## src/rtl/encryption_mac_engine.sv

```systemverilog
// encryption_mac_engine
//   Transmit-side word cipher with a running message MAC. Each accepted
//   plaintext word goes through ROUNDS iterations of an invertible round
//   function (one round per clock), using round keys derived from the key
//   latched at accept. Each ciphertext word handed downstream is folded into
//   a MAC register. When the word marked `last` is handed off, the MAC is
//   published on e_MAC and the register restarts for the next message.
//
//   Build option: define ENC_MAC_EN to compile in the MAC register and the
//   `last` handling. If it is undefined, e_MAC and mac_valid are tied to 0,
//   `last` is ignored, and the ciphertext path keeps the same timing.
//
// Ports
//   clock, reset_n        rising-edge clock, async active-low reset
//   in_valid / in_ready   plaintext handshake (key, data, last sampled at accept)
//   key, data  [N-1:0]    key and plaintext word
//   last                  marks the final word of a message
//   out_valid / out_ready ciphertext handshake
//   e_data     [N-1:0]    ciphertext, held while stalled
//   e_MAC      [N-1:0]    MAC of the most recently completed message
//   mac_valid             one-cycle pulse when e_MAC is updated
module encryption_mac_engine #(
   parameter int N      = 8,
   parameter int ROUNDS = 4
) (
   input  logic         clock,
   input  logic         reset_n,
   input  logic         in_valid,
   output logic         in_ready,
   input  logic [N-1:0] key,
   input  logic [N-1:0] data,
   input  logic         last,
   output logic         out_valid,
   input  logic         out_ready,
   output logic [N-1:0] e_data,
   output logic [N-1:0] e_MAC,
   output logic         mac_valid
);
   localparam int RW = (N > 1) ? $clog2(N) : 1;

   typedef enum logic [1:0] {IDLE, ROUND, OUT} state_t;

   state_t        state;
   logic [N-1:0]  key_q;
   logic [N-1:0]  x_q;
   logic [N-1:0]  rcnt;      // round index r
   logic [RW-1:0] rot_q;     // r mod N, tracked alongside rcnt to avoid a divider
   logic [N-1:0]  rk;
   logic [N-1:0]  x_nxt;
   logic          accept;
   logic          out_hs;

   function automatic logic [N-1:0] rotl(input logic [N-1:0] v, input logic [RW-1:0] s);
      logic [2*N-1:0] d;
      d = {v, v} << s;
      return d[2*N-1:N];
   endfunction

   function automatic logic [N-1:0] rotl1(input logic [N-1:0] v);
      return {v[N-2:0], v[N-1]};
   endfunction

   assign accept = in_valid && in_ready;
   assign out_hs = out_valid && out_ready;

   assign rk    = rotl(key_q, rot_q) ^ rcnt;
   assign x_nxt = rotl1(x_q ^ rk) + rk;

   // in_ready and out_valid are registered copies of (state==IDLE) and
   // (state==OUT). They are updated on the same edges as the state.
   always_ff @(posedge clock or negedge reset_n) begin
      if (!reset_n) begin
         state     <= IDLE;
         in_ready  <= 1'b1;
         out_valid <= 1'b0;
         e_data    <= '0;
         key_q     <= '0;
         x_q       <= '0;
         rcnt      <= '0;
         rot_q     <= '0;
      end else begin
         case (state)
            IDLE: begin
               if (accept) begin
                  key_q    <= key;
                  x_q      <= data;
                  rcnt     <= '0;
                  rot_q    <= '0;
                  in_ready <= 1'b0;
                  state    <= ROUND;
               end
            end
            ROUND: begin
               x_q   <= x_nxt;
               rcnt  <= rcnt + N'(1);
               rot_q <= (rot_q == RW'(N - 1)) ? '0 : rot_q + RW'(1);
               if (rcnt == N'(ROUNDS - 1)) begin
                  e_data    <= x_nxt;
                  out_valid <= 1'b1;
                  state     <= OUT;
               end
            end
            OUT: begin
               if (out_hs) begin
                  out_valid <= 1'b0;
                  in_ready  <= 1'b1;
                  state     <= IDLE;
               end
            end
            default: begin
               state     <= IDLE;
               in_ready  <= 1'b1;
               out_valid <= 1'b0;
            end
         endcase
      end
   end

`ifdef ENC_MAC_EN
   logic         last_q;
   logic [N-1:0] mac_q;
   logic [N-1:0] mac_nxt;

   // Each word is folded in as it leaves. e_data is stable during OUT, so the
   // value used here is exactly the word being handed off.
   assign mac_nxt = rotl1(mac_q ^ e_data);

   always_ff @(posedge clock or negedge reset_n) begin
      if (!reset_n) begin
         last_q    <= 1'b0;
         mac_q     <= '0;
         e_MAC     <= '0;
         mac_valid <= 1'b0;
      end else begin
         mac_valid <= 1'b0;
         if (accept) last_q <= last;
         if (out_hs) begin
            if (last_q) begin
               e_MAC     <= mac_nxt;
               mac_valid <= 1'b1;
               mac_q     <= '0;
            end else begin
               mac_q <= mac_nxt;
            end
         end
      end
   end
`else
   logic unused_last;
   assign unused_last = last;
   assign e_MAC       = '0;
   assign mac_valid   = 1'b0;
`endif

endmodule

```

## config.mk

```make
export PLATFORM = sky130hd
export DESIGN_NAME = encryption_mac_engine
export DESIGN_NICKNAME = d
export VERILOG_FILES = /design/src/rtl/encryption_mac_engine.sv
export SDC_FILE = /design/constraint.sdc
export NUM_CORES = 1
export LEC_CHECK = 0
export CAP_MARGIN = 20
export CORE_UTILIZATION = 40
export CTS_CLUSTER_SIZE = 28
export DETAILED_ROUTE_END_ITERATION = 7
export PLACE_DENSITY = 0.6
export SYNTH_ARGS = -nofsm -noshare
export SYNTH_HDL_FRONTEND = slang
export SYNTH_SLANG_ARGS = --single-unit
```

## constraint.sdc

```tcl
create_clock -name clock -period 5.85 [get_ports clock]
set_clock_uncertainty 0.2 [all_clocks]
set_input_delay 1.17 -clock clock [delete_from_list [all_inputs] [get_ports clock]]
set_output_delay 1.17 -clock clock [all_outputs]
set_load 0.01 [all_outputs]
```

Word level (Yosys, flattened, before mapping)
Cells that the tools add are included.
Storage, ports and cells
  logic and storage cells: 50
  output and inout port bits: 19
  input port bits: 21
  flip-flop bits (word level): 39
Operators by class
  bitwise logic cells: 4
  equal/unequal tests: 7
  $add $sub $neg: 3
  muxes and demuxes: 17
  reductions and logical operators: 10
  shifts and indexed selects: 1
Operators with widths (count)
  $pmux W8 S2: 2
  $mux W8: 2
  $shl A16 B3 Y16: 1
  $xor A8 B8 Y8: 2
  $reduce_and A3 Y1: 3
  $add A8 B1 Y8 const B: 1
  $add A8 B8 Y8: 1
  $eq A8 B2 Y1 const B: 1
  $mux W2: 3
  $mux W3: 2
  $ne A2 B2 Y1 const B: 3
  $pmux W1 S3: 2
  $pmux W2 S3: 1
  $pmux W3 S2: 1
  $reduce_and A2 Y1: 3
  $mux W1: 4
  $add A3 B1 Y3 const B: 1
  $eq A3 B3 Y1 const B: 1
  $eq A2 B1 Y1 const B: 1
  $eq A2 B2 Y1 const B: 1
  $logic_and A1 B1 Y1: 2
  $logic_not A2 Y1: 1
  $not A1 Y1: 2
  $reduce_bool A2 Y1: 1

Depth between registers and ports, before layout
Gate-level depths: netlist of run 1.
  word-level depth: 5
  gate-level depth with buffers: 15
  mapped depth without buffers: 14

Least setup slack after synthesis of run 1
OpenSTA, ideal clock, no wires.
  path kind: reg2reg
  start: register rot_q[2]
  end: register e_data[4]
  required time: 5522 ps
  setup time: 128 ps
  arrival time: 2799 ps
  buffers on the path: 1
  slack: 2723 ps
  cell stages (with the launch flop): 14
  path through: dfrtp_1 -> buf_6 -> mux4_2 -> and2_1 -> a21oi_1 -> xnor2_1 -> ha_1 -> inv_1 -> fa_1 -> nor2b_1 -> o21ai_0 -> a21boi_0 -> nor2_1 -> mux2_1
Between the ends
  word-level cells in the longest chain between the ends: 4
Ends and longest elaborated chain
  start, declared: line 47  | logic [RW-1:0] rot_q;
  start signal, assigned: line 96  | rot_q <= (rot_q == RW'(N - 1)) ? '0 : rot_q + RW'(1);
  $shl A16 B3 Y16 *: line 55  | d = {v, v} << s;
  $xor A8 B8 Y8 *: line 66  | assign rk = rotl(key_q, rot_q) ^ rcnt;
  $xor A8 B8 Y8: line 67  | assign x_nxt = rotl1(x_q ^ rk) + rk;
  $add A8 B8 Y8 *: line 67
  end signal, assigned: line 98  | e_data <= x_nxt;
  end, declared: line 35  | output logic [N-1:0] e_data,
Every way passes the cells marked *; elsewhere a longest branch is shown, timed or not.
A chain may end at the register's enable or synchronous reset.

Final worst setup path of run 1
  start: register rot_q[2]
  end: register x_q[6]
Between the ends
  word-level cells in the longest chain between the ends: 5
Ends and longest elaborated chain
  $shl A16 B3 Y16 *: line 55
  $xor A8 B8 Y8 *: line 66
  $xor A8 B8 Y8: line 67
  $add A8 B8 Y8 *: line 67
  $pmux W8 S2 *: line 82  | case (state)
  end signal, assigned: line 86  | x_q <= data;
  end signal, assigned: line 94  | x_q <= x_nxt;
  end, declared: line 45  | logic [N-1:0] x_q;
Marked as above.

==> summary.md, run 1 <==
| Metric | Value |
|---|---|
| CTS resizes | `0` |
| Minimum clock period | `3.72 ns` |
| Io pins | `40` |
| Routed metal-1 wirelength | `2430 um` |
| Die area | `6550 um2` |
| Share of the synthesized area in the top cell type | `38.1%` |
| Final worst setup slack | `2.13 ns` |
| Synth area leaders | `dfrtp_1, nand2_1, ha_1, xor2_1, mux2i_1` |
| Layout Utilization | `48.4%` |
| Initial cell density of the core | `41.9%` |
| Gp weighted congestion | `0.741` |
| Gate Count Post-Synth | `257` |
| Crit path from | `rot_q[2]` |
| RSZ-0062 raised after global routing | `false` |
| GRT overflow | `0` |
| Worst Setup Start Kind | `register` |
| Achievable Freq | `0.269 GHz` |
| Seq/Total Area, Yosys | `39.2%` |
| Worst-margin pin slew | `0.938 ns` |
| Critical path endpoint | `x_q[6]` |
| Register bit count reported by yosys | `39` |
| Final Cycle Share | `63.5%` |
| Final Net Count | `314` |
| H-tree Lvls | `2` |
| Largest net degree at the start of global routing | `40` |
| Post-synthesis cell area | `2490 um2` |
| Num rows | `28` |
| IO Port Bufs | `29` |
| Crit Path Class | `register to register` |
| Rel. slew slack | `37.2%` |
| Most common library cells after synthesis | `nand2_1, dfrtp_1, o21ai_0, xor2_1, mux2i_1` |
| Post-synth EDFFs | `0` |
| Highest routed layer | `met4` |
| Vias in the first global route | `1,679` |
| R2r worst-path depth | `13` |
| Post-route cell area | `2880 um2` |
| ANT cells | `0` |
| Endpoints failing setup | `0` |
| Met2 WL | `2200 um` |
| Die width | `81.0 um` |
| Drt drc | `0` |
| Most numerous cell in the Yosys netlist | `nand2_1` |
| DR iter-0 viols | `67` |
| Clk buf depth | `2` |
| Final WL | `4930 um` |
| Placement Setup Slack | `2.10 ns` |
| Hold WC Path Type | `register to register` |
| R2R Path End | `x_q[6]` |
| Average vias per placed instance | `5.15` |
| Distinct cells, synth | `45` |
| Ys async rst share | `100%` |
| Number of detailed-route iterations in the first pass | `4` |
| Antenna violations before repair | `0` |
| Arrival time worst endpoint | `3.70 ns` |
| Root Buffer | `clkbuf_8` |
| Clk_lat worst skew | `0.29 ns` |
| Vias post-DR | `1,842` |
| Syn-to-layout area delta | `15.7%` |
| Critical path capture point type | `register` |
| Placed inst area | `2790 um2` |
| Drt wl/cell | `13.8 um` |
| Yosys Warn Count | `0` |
| Critical Path RT | `5.83 ns` |
| Most used DFF post-synth | `dfrtp_1` |
| Routed Antenna Nets | `0` |
| First-pass GRT wire length | `8250 um` |
| R2R setup slack | `2.13 ns` |
| Crit-path max FO | `11` |
| Routed wl met3 | `233 um` |
| Pins Over Slew Limit | `0` |
| Post-CTS Hold Fix Bufs | `0` |
| Detailed placer's ending HPWL | `3510 um` |
| Layout cells sized above 1 | `9.89%` |
| Clk pin slew, worst setup/hold paths | `0.08 ns` |
| Avg Cell Area, Syn | `9.70 um2` |
| Core Area | `5960 um2` |
| All-Layer GR Usage | `17.0%` |
| Largest area contributor in the netlist | `dfrtp_1` |
| Die Span Y | `81.0 um` |
| Clk sinks | `39` |
| Fin. Hold Viols | `0` |
| CTS tree | `yes` |
| Postcts setup bufs | `0` |
| Total CTS buffers | `5` |
| FF-to-FF Start | `rot_q[2]` |
| Max-cap violations | `0` |
| Setup_tns | `0 ns` |
| Outcome | `finished, final reports clean` |
-- cells by family after synthesis --
| logic type | count (synthesis) | share of synthesized area, % |
|---|---|---|
| compound gates | 50 | 12.2 |
| xor+xnor | 24 | 9.03 |
| fa+ha+maj | 11 | 5.82 |
| buf+inv | 27 | 6.12 |
| flops | 39 | 39.2 |
| mux | 22 | 11.6 |
| other cells | 1 | 0.150 |
| simple gates | 83 | 15.9 |
-- final cells by class --
class	instances	area, um2
inverter	6	22.5
clock buffer	7	86.3
clock inverter	1	5.00
multi-input combinational	199	1400
timing repair buffer	31	300
fill	584	3070
tap	75	93.8
sequential	39	977
-- worst max-delay path, cell delays in order, from the launching register on --
cell and delay, ns:
dfrtp_1 0.69, mux4_2 0.56, and2_1 0.20, a21oi_1 0.17, xnor2_1 0.15, ha_1 0.20, inv_1 0.06, fa_1 0.40
nor2b_1 0.12, o21ai_0 0.10, a21boi_0 0.27, o21a_1 0.17, nor3_1 0.06, o31ai_1 0.24
-- cell usage in the layout, fill, tap and decap left out, types with 3 or more instances in the layout --
cell type / count
a21o_1: 3
a21oi_1: 9
a22oi_1: 6
clkbuf_8: 6
clkdlybuf4s50_1: 28
conb_1: 9
dfrtp_1: 38
ha_1: 10
inv_1: 5
mux2_1: 3
mux2i_1: 12
mux4_2: 5
nand2_1: 52
nand4_1: 5
nor2_1: 8
nor2b_1: 3
o21ai_0: 14
o21ai_1: 7
o31ai_1: 3
xnor2_1: 8
xor2_1: 14
-- per-layer routing --
metal / up-vias / track usage [%]
met2: 45 / 26.5
met5: - / 0
met4: 0 / 5.36
met1: 869 / 23.4
li1: 920 / -
met3: 8 / 3.71
-- worst min path at each step --
stage          startpoint        end  slack (ns)  cells past startpoint
6_report        e_data[2]  e_data[2]        0.28                      2
5_1_grt         e_data[5]  e_data[5]        0.32                      1
4_1_cts         e_data[2]  e_data[2]        0.29                      2
3_5_place_dp    e_data[2]  e_data[2]        0.28                      2
3_3_place_gp    e_data[1]  e_data[1]        0.27                      2
2_1_floorplan    key_q[2]   key_q[2]        0.28                      2
-- through the flow --
step | cells | hold slack (ns)
4_1_cts | 358 | 0.294
3_5_place_dp | 350 | 0.276
3_3_place_gp | 350 | 0.267
2_1_floorplan | 265 | 0.279
5_1_grt | 358 | 0.319
6_report | 358 | 0.284
-- registers in the layout (all words and copies together) (netlist names) --
register,count
x_q,8
rcnt,8
out_valid,1
rot_q,3
in_ready,1
e_data,8
key_q,8
state,2
Power of run 1 is not shown: default switching activity piles up to over one toggle a cycle in this logic, so the estimate is an artifact.
==> inputs of run 2 (changes only) <==
PLACE_DENSITY = 0.62   (was 0.6)
clock period = 3.4 ns   (was 5.85 ns; I/O delays follow)
==> summary.md, run 2 (synthesized netlist as in run 1, its figures left out) <==
| Metric | Value |
|---|---|
| CP max stage delay | `0.44 ns` |
| Arrival time worst endpoint | `3.17 ns` |
| Average vias per placed instance | `5.03` |
| Clk sinks | `39` |
| Syn-to-layout area delta | `21.2%` |
| R2R setup slack | `0.18 ns` |
| Endpoints failing setup | `0` |
| Detailed placer's ending HPWL | `3680 um` |
| Antenna violations before repair | `0` |
| Critical path's most frequent cell | `mux2i_1` |
| All-Layer GR Usage | `18.0%` |
| Final Cycle Share | `94.6%` |
| Die Span Y | `81.0 um` |
| Worst-margin pin slew | `0.890 ns` |
| GRT overflow | `0` |
| Clk pin slew, worst setup/hold paths | `0.08 ns` |
| Fin. Hold Viols | `0` |
| Worst Setup Start Kind | `register` |
| Placement Setup Slack | `-0.0342 ns` |
| H-tree Lvls | `2` |
| Commonest non-fill, non-tap cells in the layout | `nand2_1, dfrtp_1, clkdlybuf4s50_1` |
| CP bufs+invs | `1` |
| CTS tree | `yes` |
| Crit Path Class | `register to register` |
| Rel. slew slack | `40.6%` |
| Critical path capture point type | `register` |
| Pins Over Slew Limit | `0` |
| Layout cells sized above 1 | `17.1%` |
| Clk buf depth | `2` |
| R2r worst-path depth | `13` |
| Hold WC Path Type | `input port to async pin` |
| Vias in the first global route | `1,771` |
| Gp weighted congestion | `0.840` |
| Final worst setup slack | `0.183 ns` |
| Routed Antenna Nets | `0` |
| Die area | `6550 um2` |
| ANT cells | `0` |
| Drt drc | `0` |
| Post-CTS Hold Fix Bufs | `0` |
| Number of detailed-route iterations in the first pass | `4` |
| Core Area | `5960 um2` |
| Largest net degree at the start of global routing | `40` |
| R2R Path End | `x_q[6]` |
| Final WL | `5240 um` |
| Worst-path cell chain | `buf_12 -> mux2i_1 -> a21oi_1 -> mux2i_1 -> xnor2_2 -> xor2_1 -> ha_1 -> nor2b_2 -> o21ai_2 -> a21boi_2 -> o21a_1 -> nor3_1 -> o31ai_2` |
| Crit-path max FO | `8` |
| Drt wl/cell | `14.3 um` |
| Outcome | `finished, final reports clean` |
| IO Port Bufs | `29` |
| Initial cell density of the core | `41.9%` |
| Total CTS buffers | `5` |
| Max-cap violations | `0` |
| First-pass GRT wire length | `8780 um` |
| DR iter-0 viols | `59` |
| Io pins | `40` |
| Die width | `81.0 um` |
| Most common cell after layout, fill and taps aside | `nand2_1` |
| Max stage delay cell, worst path | `dfrtp_2` |
| Root Buffer | `clkbuf_8` |
| Minimum clock period | `3.22 ns` |
| Vias post-DR | `1,846` |
| Num rows | `28` |
| Critical Path RT | `3.35 ns` |
| Crit path from | `rot_q[1]` |
| Clk_lat worst skew | `0.30 ns` |
| FF-to-FF Start | `rot_q[1]` |
| Final Net Count | `323` |
| Achievable Freq | `0.311 GHz` |
| Family with the most delay on the worst path | `compound AO/OA/AOI/OAI gates` |
-- run 2: cell types whose count changed in the layout (fill, tap and decap cells not counted), moves of 2 or more --
cell / before / now
xnor2_2: 2 / 4
buf_4: 2 / 10
dfrtp_2: 0 / 2
mux2i_2: 0 / 3
mux2i_1: 12 / 9
dfrtp_1: 38 / 36
xnor2_1: 8 / 6
-- run 2: what timing repair did --
action | in CTS | in global routing
cloned | 0 | 0
pin swaps | 0 | 2
gates resized for setup | 3 | 12
endpoints found under the setup margin | 1 | 3
buffers inserted | 0 | 2
-- run 2: how the worst max path moves through the flow --
stage,slack (ns),cells past startpoint,to
2_1_floorplan,0.27,13,e_data[4]
3_3_place_gp,0.07,13,x_q[6]
3_5_place_dp,-0.03,13,x_q[6]
4_1_cts,0.04,13,x_q[6]
5_1_grt,-0.007,12,x_q[7]
6_report,0.18,13,x_q[6]
-- run 2: worst reg2reg max path, cell delays in order, from the launching register on --
cell and delay (ns):
dfrtp_2 0.44, buf_12 0.15, mux2i_1 0.25, a21oi_1 0.12, mux2i_1 0.24, xnor2_2 0.18
xor2_1 0.20, ha_1 0.30, nor2b_2 0.18, o21ai_2 0.15, a21boi_2 0.08, o21a_1 0.18
nor3_1 0.28, o31ai_2 0.12
-- run 2: final cells by class --
cell class	instances	area (um2)
Fill cell	581	2930
Inverter	6	22.5
Multi-Input combinational cell	199	1450
Tap cell	75	93.8
Timing Repair Buffer	40	380
Sequential cell	39	980
Clock buffer	8	100
-- run 2: metal layers --
metal,track usage (%),vias to the layer above,wire length [um]
li1,-,940,-
met1,24.2,864,2560
met2,28.4,34,2430
met3,3.71,8,180
met4,6.43,0,74
met5,0,-,0
-- run 2: metrics by stage --
step	instance area, um2	TNS [ns]	std cells	hold WS [ns]	util (%)
6_report	3020	0	367	0.285	50.8
5_1_grt	3020	-0.00684	367	0.318	50.8
4_1_cts	2960	0	365	0.288	49.7
3_5_place_dp	2860	-0.0342	357	0.271	48.0
3_3_place_gp	2860	0	357	0.265	48.0
2_1_floorplan	2520	0	265	0.184	-
Power of run 2 is left out for the same reason.
